<file path="config.mk">
export PLATFORM = sky130hd
export DESIGN_NAME = pci_target_mem
export DESIGN_NICKNAME = d
export VERILOG_FILES = /design/src/rtl/pci_target_mem.sv
export SDC_FILE = /design/constraint.sdc
export NUM_CORES = 1
export LEC_CHECK = 0
export ABC_AREA = 1
export CORE_MARGIN = 4
export CORE_UTILIZATION = 50
export CTS_CLUSTER_SIZE = 16
export DETAILED_ROUTE_END_ITERATION = 6
export MAX_ROUTING_LAYER = met4
export PLACE_DENSITY_LB_ADDON = 0.08
export SYNTH_ARGS = -nofsm -noshare
export SYNTH_HDL_FRONTEND = slang
export SYNTH_SLANG_ARGS = --single-unit
</file>
<file path="constraint.sdc">
create_clock -name clk -period 4.2 [get_ports clk]
set_clock_uncertainty 0.2 [all_clocks]
set_input_delay 1.05 -clock clk [delete_from_list [all_inputs] [get_ports clk]]
set_output_delay 1.05 -clock clk [all_outputs]
set_load 0.005 [all_outputs]
</file>
<file path="src/rtl/pci_target_mem.sv">
// PCI-style memory target: decodes idle-bus address phases, claims hits with
// DEVSEL, moves burst data against a word array with TRDY, and signals a
// disconnect with STOP at the end of its address window.
module pci_target_mem #(
  parameter logic [31:0] BASE_ADDR   = 32'h0000_1000,
  parameter int unsigned DEPTH       = 16,
  parameter int unsigned WAIT_STATES = 0
) (
  input  logic        clk,
  input  logic        rst,
  input  logic        GLOBAL_FRAME,
  input  logic        GLOBAL_IRDY,
  input  logic [31:0] AD_IN,
  input  logic [3:0]  CBE,
  output logic [31:0] AD_OUT,
  output logic        AD_OE,
  output logic        DEVSEL,
  output logic        TRDY,
  output logic        STOP
);

  localparam int unsigned IW = $clog2(DEPTH);
  localparam int unsigned WW = 3;
  localparam logic [IW-1:0] LAST_IDX  = IW'(DEPTH - 1);
  localparam logic [WW-1:0] WAIT_LOAD = WW'(WAIT_STATES);
  localparam logic [31:0]   SPAN      = 32'(4 * DEPTH);

  localparam logic [2:0] S_IDLE  = 3'd0;
  localparam logic [2:0] S_BUSY  = 3'd1;
  localparam logic [2:0] S_TURN  = 3'd2;
  localparam logic [2:0] S_WDATA = 3'd3;
  localparam logic [2:0] S_RDATA = 3'd4;
  localparam logic [2:0] S_DISC  = 3'd5;

  localparam logic [3:0] CMD_MEM_RD = 4'b0110;
  localparam logic [3:0] CMD_MEM_WR = 4'b0111;

  logic [2:0]    state, state_n;
  logic [IW-1:0] idx, idx_n;
  logic [WW-1:0] wcnt, wcnt_n;
  logic          prev_frame, prev_irdy;
  logic          wr_en_c;
  logic [31:0]   mem [DEPTH];

  logic [31:0] addr_word_c, offset_c;
  logic        addr_phase_c, in_range_c;

  // Address decode of the current AD/CBE lines
  always_comb begin
    addr_word_c  = {AD_IN[31:2], 2'b00};
    offset_c     = addr_word_c - BASE_ADDR;
    in_range_c   = (addr_word_c >= BASE_ADDR) && (offset_c < SPAN);
    addr_phase_c = !GLOBAL_FRAME && prev_frame && prev_irdy;
  end

  // Next-state, index and wait-counter logic
  always_comb begin
    state_n = state;
    idx_n   = idx;
    wcnt_n  = wcnt;
    wr_en_c = 1'b0;
    case (state)
      S_IDLE: begin
        if (addr_phase_c) begin
          if (in_range_c && (CBE == CMD_MEM_WR)) begin
            state_n = S_WDATA;
            idx_n   = offset_c[IW+1:2];
            wcnt_n  = WAIT_LOAD;
          end else if (in_range_c && (CBE == CMD_MEM_RD)) begin
            state_n = S_TURN;
            idx_n   = offset_c[IW+1:2];
          end else begin
            state_n = S_BUSY;
          end
        end
      end
      S_BUSY: begin
        if (GLOBAL_FRAME && GLOBAL_IRDY) state_n = S_IDLE;
      end
      S_TURN: begin
        state_n = S_RDATA;
        wcnt_n  = WAIT_LOAD;
      end
      S_WDATA, S_RDATA: begin
        if (wcnt != '0) begin
          wcnt_n = wcnt - WW'(1);
        end else if (!GLOBAL_IRDY) begin
          wr_en_c = (state == S_WDATA);
          wcnt_n  = WAIT_LOAD;
          if (GLOBAL_FRAME) begin
            state_n = S_IDLE;
          end else if (idx == LAST_IDX) begin
            state_n = S_DISC;
          end else begin
            idx_n = idx + IW'(1);
          end
        end
      end
      S_DISC: begin
        if (GLOBAL_FRAME && !GLOBAL_IRDY) state_n = S_IDLE;
      end
      default: state_n = S_IDLE;
    endcase
  end

  // State, counters, bus history and registered bus outputs
  always_ff @(posedge clk) begin
    if (rst) begin
      state      <= S_IDLE;
      idx        <= '0;
      wcnt       <= '0;
      prev_frame <= 1'b1;
      prev_irdy  <= 1'b1;
      DEVSEL     <= 1'b1;
      TRDY       <= 1'b1;
      STOP       <= 1'b1;
      AD_OE      <= 1'b0;
      AD_OUT     <= '0;
    end else begin
      state      <= state_n;
      idx        <= idx_n;
      wcnt       <= wcnt_n;
      prev_frame <= GLOBAL_FRAME;
      prev_irdy  <= GLOBAL_IRDY;
      DEVSEL     <= !((state_n == S_TURN) || (state_n == S_WDATA) ||
                      (state_n == S_RDATA) || (state_n == S_DISC));
      TRDY       <= !(((state_n == S_WDATA) || (state_n == S_RDATA)) && (wcnt_n == '0));
      STOP       <= !(state_n == S_DISC);
      AD_OE      <= (state_n == S_RDATA);
      AD_OUT     <= (state_n == S_RDATA) ? mem[idx_n] : '0;
    end
  end

  // Word array with per-byte write enables (CBE active low)
  always_ff @(posedge clk) begin
    if (rst) begin
      for (int i = 0; i < int'(DEPTH); i++) mem[i] <= '0;
    end else if (wr_en_c) begin
      for (int k = 0; k < 4; k++) begin
        if (!CBE[k]) mem[idx][8*k +: 8] <= AD_IN[8*k +: 8];
      end
    end
  end

endmodule

</file>
==> results_dict.tcl <==
set metrics [dict create \
    synthDistinctLibCells 35 \
    pre_cts_ws_ps -412 \
    hold_class "flip-flop to flip-flop" \
    leakage_nw 13.4 \
    drv_cap 0 \
    io_pins 76 \
    dp_hpwl_mm 52.2 \
    slew_headroom_pct 34.4 \
    synth_edf_count 512 \
    grt_setup_unrepaired "no" \
    hold_viol_final 0 \
    multi_input_area_um2 8660 \
    arrival_ps 4370 \
    netlist_area_um2 27300 \
    num-nets-final 3167 \
    hold-path-cell-count 2 \
    root_buffer "clkbuf_16" \
    drive_gt1_share_pct 7.67 \
    p_per_area_nw_per_um2 433 \
    dp_cells 3755 \
    grt_pass1_wl_mm 123 \
    rows 85 \
    cts_hold_buf 0 \
    worstSetupPathType "primary input to flip-flop" \
    remaining_drc_errors 0 \
    worst_slew_pin_slew_ps 980 \
    slew_violations 0 \
    die_h_um 242 \
    seqCellArea_um2 16300 \
    area_growth_pct 15.3 \
    drtPass1Iterations 6 \
    clkLatencyLatePin_ps 620 \
    htree_num_levels 2 \
    r2r-start "wcnt[0]" \
    grt_overflow 0 \
    cts_resized 0 \
    cts_tree "done" \
    start_kind "primary input" \
    yosys_warnings 0 \
    synth_nets 3077 \
    n_antenna_cell 0 \
    io_buffers 75 \
    reg2regPathDepth 17 \
    ant_nets 0 \
    ys_top_cells_by_area "edfxtp_1 (56%), nand3_1 (10%), nor2_1 (8.1%)" \
    timing.final.crit_period_ps 4030 \
    final_common_cell "nor2_1" \
    nFillCells 4703 \
    postCtsSetupBuffers 0 \
    async_reset_ff_share_pct 0 \
    grt_pass1_vias 20868 \
    outcome "finished clean" \
    end_kind "flip-flop" \
    startpoint "AD_IN[16]" \
    final.period_utilization_pct 95.9 \
    clk_pin_slew_ps 60 \
    syn_inst 3031 \
    cts_inserted_buffers 60 \
    cp.required_ps 4540 \
    wire_per_inst_um 20.8 \
    dieWidth_um 242 \
    avgSynthCellArea_um2 9.01 \
    fp.dieArea_um2 58400 \
    fmaxAchievable_ghz 0.248 \
    track_usage_pct 27.7 \
    antenna_found_initial 0 \
    synth_top_flop_cell "edfxtp_1" \
    synth_area_leader_cell "edfxtp_1" \
    finalNonFillerCells 3866 \
    fp.coreArea_um2 53900 \
    finalSetupViolCount 0 \
    drt_wl_total_mm 80.4 \
    fin_ws_ps 173 \
    synthDominantCellAreaShare_pct 56.3 \
    clock_sinks 560 \
    cp_max_fo 32 \
    synth-seq-area-share_pct 59.8 \
    synth_seq_cells 560 \
    viasPerCell 5.63 \
    start_util_pct 50.7 \
    final_cell_mix "nor2_1 (585), nand3_1 (561), edfxtp_1 (512)" \
    vias 21753 \
    hold_start "state[1]" \
    post-route-util_pct 58.4 \
    drt_iter0_markers 2410 \
    grt_max_degree 119 \
    gp_congestion 0.971 \
    cts_max_path_buffers 3 \
    vdd_drop_max_uv 335 \
]
[path summary, 6_finish.rpt]
check	endpoint	slack [ps]
setup / recovery	AD_OUT[9]	170
hold / removal	state[2]	460
setup reg to reg	AD_OUT[9]	880
hold reg to reg	state[2]	460
[worst max-delay path, cell delays in order]
cell,delay [ps]
clkdlybuf4s50_1,640
buf_4,200
nor2_1,50
nand2_1,70
nor2_2,50
buf_4,130
a21oi_1,110
nand2_1,90
nor3_2,320
nand3_2,170
nand2_1,90
nand3_1,130
a21oi_4,270
buf_4,380
nand3_1,130
nand3_1,140
nand3_1,150
a21oi_1,190
[synthesized netlist by cell type, types with 3 or more instances]
master,number
o211ai_1,6
nand3b_1,135
buf_6,14
a21oi_1,41
nor2_2,6
o21ai_0,10
nand2_2,3
o21ai_1,3
nand4_1,6
nand2_1,511
dfxtp_1,48
nor3_1,4
buf_4,5
inv_1,377
clkbuf_1,79
nor2_1,586
edfxtp_1,512
ha_1,6
buf_2,81
clkinv_1,16
nand3_1,561
[layout make-up]
class / instances / area share [%]
multi-input cells: 1895 / 27.5
well taps: 696 / 2.77
repair buffers: 209 / 6.77
clock inverters: 29 / 1.08
inverters: 395 / 4.72
clock buffers: 82 / 5.29
flip-flops and latches: 560 / 51.9
[power by group]
group	internal [mW]	total [mW]	switching, mW
Clock	3.24	5.43	2.19
Sequential	6.23	6.28	0.0501
Combinational	0.595	1.90	1.30
[registers in the layout, indices dropped and copies added (netlist names)]
register	flops
mem	512
AD_OUT	32
idx	4
state	3
wcnt	3
AD_OE	1
DEVSEL	1
STOP	1
TRDY	1
prev_frame	1
prev_irdy	1
[per-layer routing]
layer | global-route usage [%] | share of wire, % | vias to the layer above
li1 | - | - | 10139
met1 | 38.7 | 42 | 10489
met2 | 42.4 | 46 | 971
met3 | 4.21 | 8.4 | 154
met4 | 8.62 | 3.4 | 0
met5 | - | 0 | -
[cell families after synthesis]
family          Yosys count  share of synthesized area, %
compound gates           67                          1.40
xor+xnor                  2                        0.0641
fa+ha+maj                 6                         0.275
simple gates           1820                          29.7
flops                   560                          59.8
buf+inv                 576                          8.74
[per-stage QoR]
| step | total power, mW | area [µm²] | hold slack, ps | TNS, ps |
|---|---|---|---|---|
| floorplan | 7.54 | 27300 | 375 | 0 |
| global placement | 8.26 | 29500 | 431 | -10460 |
| detailed placement | 8.28 | 29500 | 442 | -10690 |
| CTS | 13.7 | 31500 | 457 | 0 |
| global route | 14.1 | 31500 | 512 | 0 |
| finish | 13.6 | 31500 | 462 | 0 |
(Power assumes the default switching activity.)
